$ cat config.mk
export PLATFORM = sky130hd
export DESIGN_NAME = fetch_unit
export DESIGN_NICKNAME = d
export VERILOG_FILES = /design/src/rtl/fetch_unit_pkg.sv /design/src/rtl/fetch_unit_skid_buf.sv /design/src/rtl/fetch_unit.sv
export SDC_FILE = /design/constraint.sdc
export NUM_CORES = 1
export LEC_CHECK = 0
export ABC_AREA = 1
export CORE_MARGIN = 2
export CORE_UTILIZATION = 40
export CTS_BUF_LIST = sky130_fd_sc_hd__clkbuf_8
export CTS_CLUSTER_DIAMETER = 60
export CTS_CLUSTER_SIZE = 16
export DETAILED_ROUTE_END_ITERATION = 8
export HOLD_SLACK_MARGIN = 0.05
export PLACE_DENSITY = 0.87
export SYNTH_ARGS = -nofsm -noshare
export SYNTH_HDL_FRONTEND = slang
export SYNTH_SLANG_ARGS = --single-unit
$ cat constraint.sdc
create_clock -name clock -period 1.1 [get_ports clock]
set_input_delay 0.22 -clock clock [delete_from_list [all_inputs] [get_ports clock]]
set_output_delay 0.22 -clock clock [all_outputs]
set_load 0.02 [all_outputs]
$ cat src/rtl/fetch_unit_pkg.sv
// Shared processor definitions for the instruction fetch path: fetch FSM
// encoding and default datapath widths.
package fetch_unit_pkg;

  localparam int DEFAULT_DATA_WIDTH = 32;
  localparam int DEFAULT_ADDR_WIDTH = 16;

  typedef enum logic {
    IDLE = 1'b0,
    RUN  = 1'b1
  } fetch_state_t;

endpackage

$ cat src/rtl/fetch_unit_skid_buf.sv
// Two-entry skid buffer between fetch and decode, built only with
// FETCH_SKID_BUF_EN. Head entry drives the decode outputs directly.
`ifdef FETCH_SKID_BUF_EN
module fetch_skid_buf
  import fetch_unit_pkg::*;
#(
  parameter int DATA_WIDTH = DEFAULT_DATA_WIDTH,
  parameter int ADDR_WIDTH = DEFAULT_ADDR_WIDTH
) (
  input  logic                  clock,
  input  logic                  reset,
  input  logic                  flush,
  input  logic                  push,
  input  logic [DATA_WIDTH-1:0] push_data,
  input  logic [ADDR_WIDTH-1:0] push_pc,
  input  logic                  ready,
  output logic [DATA_WIDTH-1:0] data,
  output logic [ADDR_WIDTH-1:0] data_pc,
  output logic                  valid,
  output logic                  space
);

  logic [DATA_WIDTH-1:0] data0, data1;
  logic [ADDR_WIDTH-1:0] pc0, pc1;
  logic [1:0]            count;
  logic                  pop;

  assign valid   = (count != 2'd0);
  // space depends only on the registered fill level, so the fetch side
  // never sees decode's ready combinationally
  assign space   = (count != 2'd2);
  assign pop     = valid && ready;
  assign data    = data0;
  assign data_pc = pc0;

  always_ff @(posedge clock) begin
    if (reset) begin
      count <= 2'd0;
      data0 <= '0;
      data1 <= '0;
      pc0   <= '0;
      pc1   <= '0;
    end else if (flush) begin
      count <= 2'd0;
    end else begin
      case ({push, pop})
        2'b10: begin
          if (count == 2'd0) begin
            data0 <= push_data;
            pc0   <= push_pc;
          end else begin
            data1 <= push_data;
            pc1   <= push_pc;
          end
          count <= count + 2'd1;
        end
        2'b01: begin
          data0 <= data1;
          pc0   <= pc1;
          count <= count - 2'd1;
        end
        2'b11: begin
          if (count == 2'd1) begin
            data0 <= push_data;
            pc0   <= push_pc;
          end else begin
            data0 <= data1;
            pc0   <= pc1;
            data1 <= push_data;
            pc1   <= push_pc;
          end
        end
        default: ;
      endcase
    end
  end

endmodule
`endif

$ cat src/rtl/fetch_unit.sv
// Instruction fetch: PC register, IDLE/RUN control and the word handed to
// decode. Define FETCH_SKID_BUF_EN to decouple inst_ready via a skid buffer.
module fetch_unit
  import fetch_unit_pkg::*;
#(
  parameter int                    DATA_WIDTH = DEFAULT_DATA_WIDTH,
  parameter int                    ADDR_WIDTH = DEFAULT_ADDR_WIDTH,
  parameter logic [ADDR_WIDTH-1:0] RESET_PC   = '0
) (
  input  logic                  clock,
  input  logic                  reset,
  input  logic                  start,
  input  logic                  halt,
  input  logic                  redirect,
  input  logic [ADDR_WIDTH-1:0] target_PC,
  output logic [ADDR_WIDTH-1:0] i_address,
  input  logic [DATA_WIDTH-1:0] i_read_data,
  output logic [DATA_WIDTH-1:0] instruction,
  output logic [ADDR_WIDTH-1:0] inst_PC,
  output logic                  inst_valid,
  input  logic                  inst_ready
);

  fetch_state_t          state, state_next;
  logic [ADDR_WIDTH-1:0] pc;
  logic                  active;
  logic                  load;

  always_ff @(posedge clock) begin
    if (reset) state <= IDLE;
    else       state <= state_next;
  end

  // The start cycle itself already fetches; the halt cycle still fetches.
  always_comb begin
    state_next = state;
    active     = 1'b0;
    case (state)
      IDLE: begin
        active = start;
        if (start && !(redirect && halt)) state_next = RUN;
      end
      RUN: begin
        active = 1'b1;
        if (halt) state_next = IDLE;
      end
      default: state_next = IDLE;
    endcase
  end

`ifdef FETCH_SKID_BUF_EN
  logic space;

  assign load = active && space && !redirect;

  fetch_skid_buf #(
    .DATA_WIDTH(DATA_WIDTH),
    .ADDR_WIDTH(ADDR_WIDTH)
  ) u_skid (
    .clock    (clock),
    .reset    (reset),
    .flush    (redirect),
    .push     (load),
    .push_data(i_read_data),
    .push_pc  (pc),
    .ready    (inst_ready),
    .data     (instruction),
    .data_pc  (inst_PC),
    .valid    (inst_valid),
    .space    (space)
  );
`else
  assign load = active && (!inst_valid || inst_ready) && !redirect;

  always_ff @(posedge clock) begin
    if (reset) begin
      inst_valid  <= 1'b0;
      instruction <= '0;
      inst_PC     <= '0;
    end else if (redirect) begin
      inst_valid <= 1'b0;
    end else if (load) begin
      instruction <= i_read_data;
      inst_PC     <= pc;
      inst_valid  <= 1'b1;
    end else if (inst_ready) begin
      inst_valid <= 1'b0;
    end
  end
`endif

  // PC wraps naturally at the top of the address space
  always_ff @(posedge clock) begin
    if (reset)         pc <= RESET_PC;
    else if (redirect) pc <= target_PC;
    else if (load)     pc <= pc + ADDR_WIDTH'(1);
  end

  assign i_address = pc;

endmodule

==> flow_summary.yaml <==
clock_tree:
  cts_root_buffer: "clkbuf_8"
  cts.hold.buffers_added: 0
  cts_tree: "yes"
  clock_latency_ns: 0.34
  cts_buffers: 9
  clkTransAtPathRegs_ns: 0.08
  clockBufferDepth: 2
  cts_sinks: 66
  htreeDepth: 3
cells_and_area:
  num_antenna_cells: 0
  drive_gt1_frac: 0.430
  final_nets: 654
  final_common_cell: "nand2_1"
  area_growth_pct: 78.2
  layout_common_cells: "113 x nand2_1, 72 x buf_4, 49 x clkdlybuf4s50_1"
  fillers: 503
grt:
  overflow: 0
  grt_pass1_vias: 3641
  grt_usage: 0.264
  antenna_found_initial: 0
  grt_max_degree: 37
  grt_pass1_wl_mm: 17.3
timing:
  post-route-min-period_ns: 1.46
  setup-violations-final: 72
  hold_viol: 0
  fin_skew_ns: 0.00796
  grt_setup_unrepaired: "yes"
  relSlewSlack: 0.746
  tightest_slew_ns: 0.377
  report.final.slew_viol_count: 0
  fin_crit_sh: 1.33
  finalWorstSetupSlack_ns: -0.361
  fmax_mhz: 684
status:
  status: "complete, but fails checks"
  violations: "setup timing"
power_and_ir_drop:
  max-vdd-ir-drop_uv: 887
  leakage_nw: 2.44
  power.total_w: 0.00658
  cellPowerDensity_mw_per_mm2: 1250
floorplanning:
  core_area_mm2: 0.00718
  die_w_um: 89.8
  die_h_um: 89.8
  die-area_mm2: 0.00807
  rows: 31
  start_util: 0.411
  io_pins: 119
setup_path:
  arrival_ns: 1.68
  cp_max_fo: 11
  endpoint_kind: "flip-flop"
  r2r_setup_slack_ns: -0.36
  cp-start-kind: "flip-flop"
  worst-r2r-cell-count: 8
  regToRegEndpoint: "i_address[1]$_SDFFE_PP0P_"
  critPathKind: "reg2reg"
  crit_required_ns: 1.32
  r2r_start: "state$_SDFF_PP0_"
place:
  dp_hpwl_mm: 6.51
  place.gp.congestion: 0.909
  port_buffers: 118
  place_ws_ns: -0.564
logic_synthesis:
  synth_cell_types: 27
  synth_cells: 415
  avgSynthCellArea_um2: 7.10
  synth_area_mm2: 0.00295
  syn_nets: 470
  ys_warn_count: 0
  ys_ff_latch: 66
  ys_seq_area_frac: 0.448
routing:
  ant_nets: 0
  drt_iter0_markers: 201
  wirelength_mm: 11.9
  wire_per_inst_um: 16.9
  firstDrtPassIters: 5
  num_vias: 3696
  vias_per_cell: 5.26
  route.detailed.drc: 0
hold_path:
  hp-class: "in2reg"
  min_to: "instruction[7]$_SDFFE_PP0P_"
  min-delay-start: "reset"
  min_path_cells: 3
job:
  max_cap_violations: 0
-- through the flow --
stage                     cell area [um^2]  cells  hold slack (ns)   util  TNS [ns]
after global placement                4570    658            0.450  0.636    -31.11
after CTS                             4950    696            0.294  0.690     -7.11
after global routing                  5250    703            0.307  0.732    -14.51
after floorplan                       3020    415            0.308      -    -0.415
final                                 5250    703            0.292  0.732    -11.00
after detailed placement              4570    658            0.456  0.636    -34.23
-- flip-flops by register name, summed over array words and instances, names as in the netlist --
name and flops:
inst_valid 1, i_address 16, inst_PC 16, state 1
instruction 32
-- layer usage --
metal / part of all wire / GRT usage / routed length, um / vias up
met5: 0 / 0 / 0 / -
met4: 0.049 / 0.150 / 576 / 0
met3: 0.075 / 0.0771 / 891 / 59
met2: 0.49 / 0.458 / 5770 / 196
met1: 0.39 / 0.288 / 4620 / 1750
li1: - / - / - / 1691
-- final cells by class --
class                           count  area, um^2  share of cell area
Clock buffer                       10         138              0.0262
Clock inverter                      6        81.3              0.0155
Inverter                           40         155              0.0296
Multi-Input combinational cell    287        1620               0.309
Sequential cell                    66        1370               0.261
Tap cell                           99         124              0.0236
Timing Repair Buffer              195        1760               0.336
-- worst max path at each step --
stage | slack [ns] | start | depth (start not counted) | endpoint
after global placement | -0.49 | redirect | 8 | i_address[8]$_SDFFE_PP0P_
final | -0.36 | state$_SDFF_PP0_ | 8 | i_address[1]$_SDFFE_PP0P_
after floorplan | -0.10 | i_address[1]$_SDFFE_PP0P_ | 9 | i_address[14]$_SDFFE_PP0P_
after global routing | -0.35 | state$_SDFF_PP0_ | 8 | i_address[1]$_SDFFE_PP0P_
after CTS | -0.17 | state$_SDFF_PP0_ | 7 | instruction[14]$_SDFFE_PP0P_
after detailed placement | -0.56 | redirect | 7 | instruction[7]$_SDFFE_PP0P_
-- timing repair --
action / 4_1_cts / 5_1_grt
gates resized for setup: 332 / 98
pin swaps: 12 / 24
setup buffers: 17 / 14
hold endpoints to repair: 0 / 0
setup endpoints to repair: 129 / 90
cloned: 6 / 1
-- critical path, stage by stage (launching register included) --
cell     delay (ns)
dfxtp_2        0.32
inv_2          0.07
nand2_4        0.07
nand2_4        0.10
buf_4          0.15
nand2_8        0.09
buf_4          0.16
o21ai_0        0.32
a31oi_1        0.07
-- where the power goes --
| part | internal (W) | switching [W] | total [W] |
|---|---|---|---|
| clock | 0.00133 | 0.000971 | 0.00230 |
| combinational | 0.000797 | 0.000834 | 0.00163 |
| sequential | 0.00254 | 0.000115 | 0.00265 |
| total | 0.00466 | 0.00192 | 0.00658 |
-- Yosys cell counts (all sizes together) --
library cell  number  area (um^2)
a22oi              1         7.51
nand3b             1         7.51
o21ai             19         95.1
a31oi              3         18.8
xor2               2         17.5
dfxtp             66         1320
nand2            143          564
clkbuf             5         18.8
buf               17          124
ha                 1         12.5
a21oi             48          240
nor2              40          180
o21a               7         52.6
nand4              3         18.8
nand3             18          108
a211oi             1         7.51
inv               40          153
-- cell families after synthesis --
| kind of cell | share of synthesized area |
|---|---|
| buffers and inverters | 0.100 |
| AND/OR/NAND/NOR | 0.298 |
| adder cells (fa/ha/maj) | 0.00425 |
| flip-flops | 0.448 |
| AO/OA/AOI/OAI | 0.143 |
| XOR/XNOR | 0.00595 |
Power figures use the tool's default switching activity.
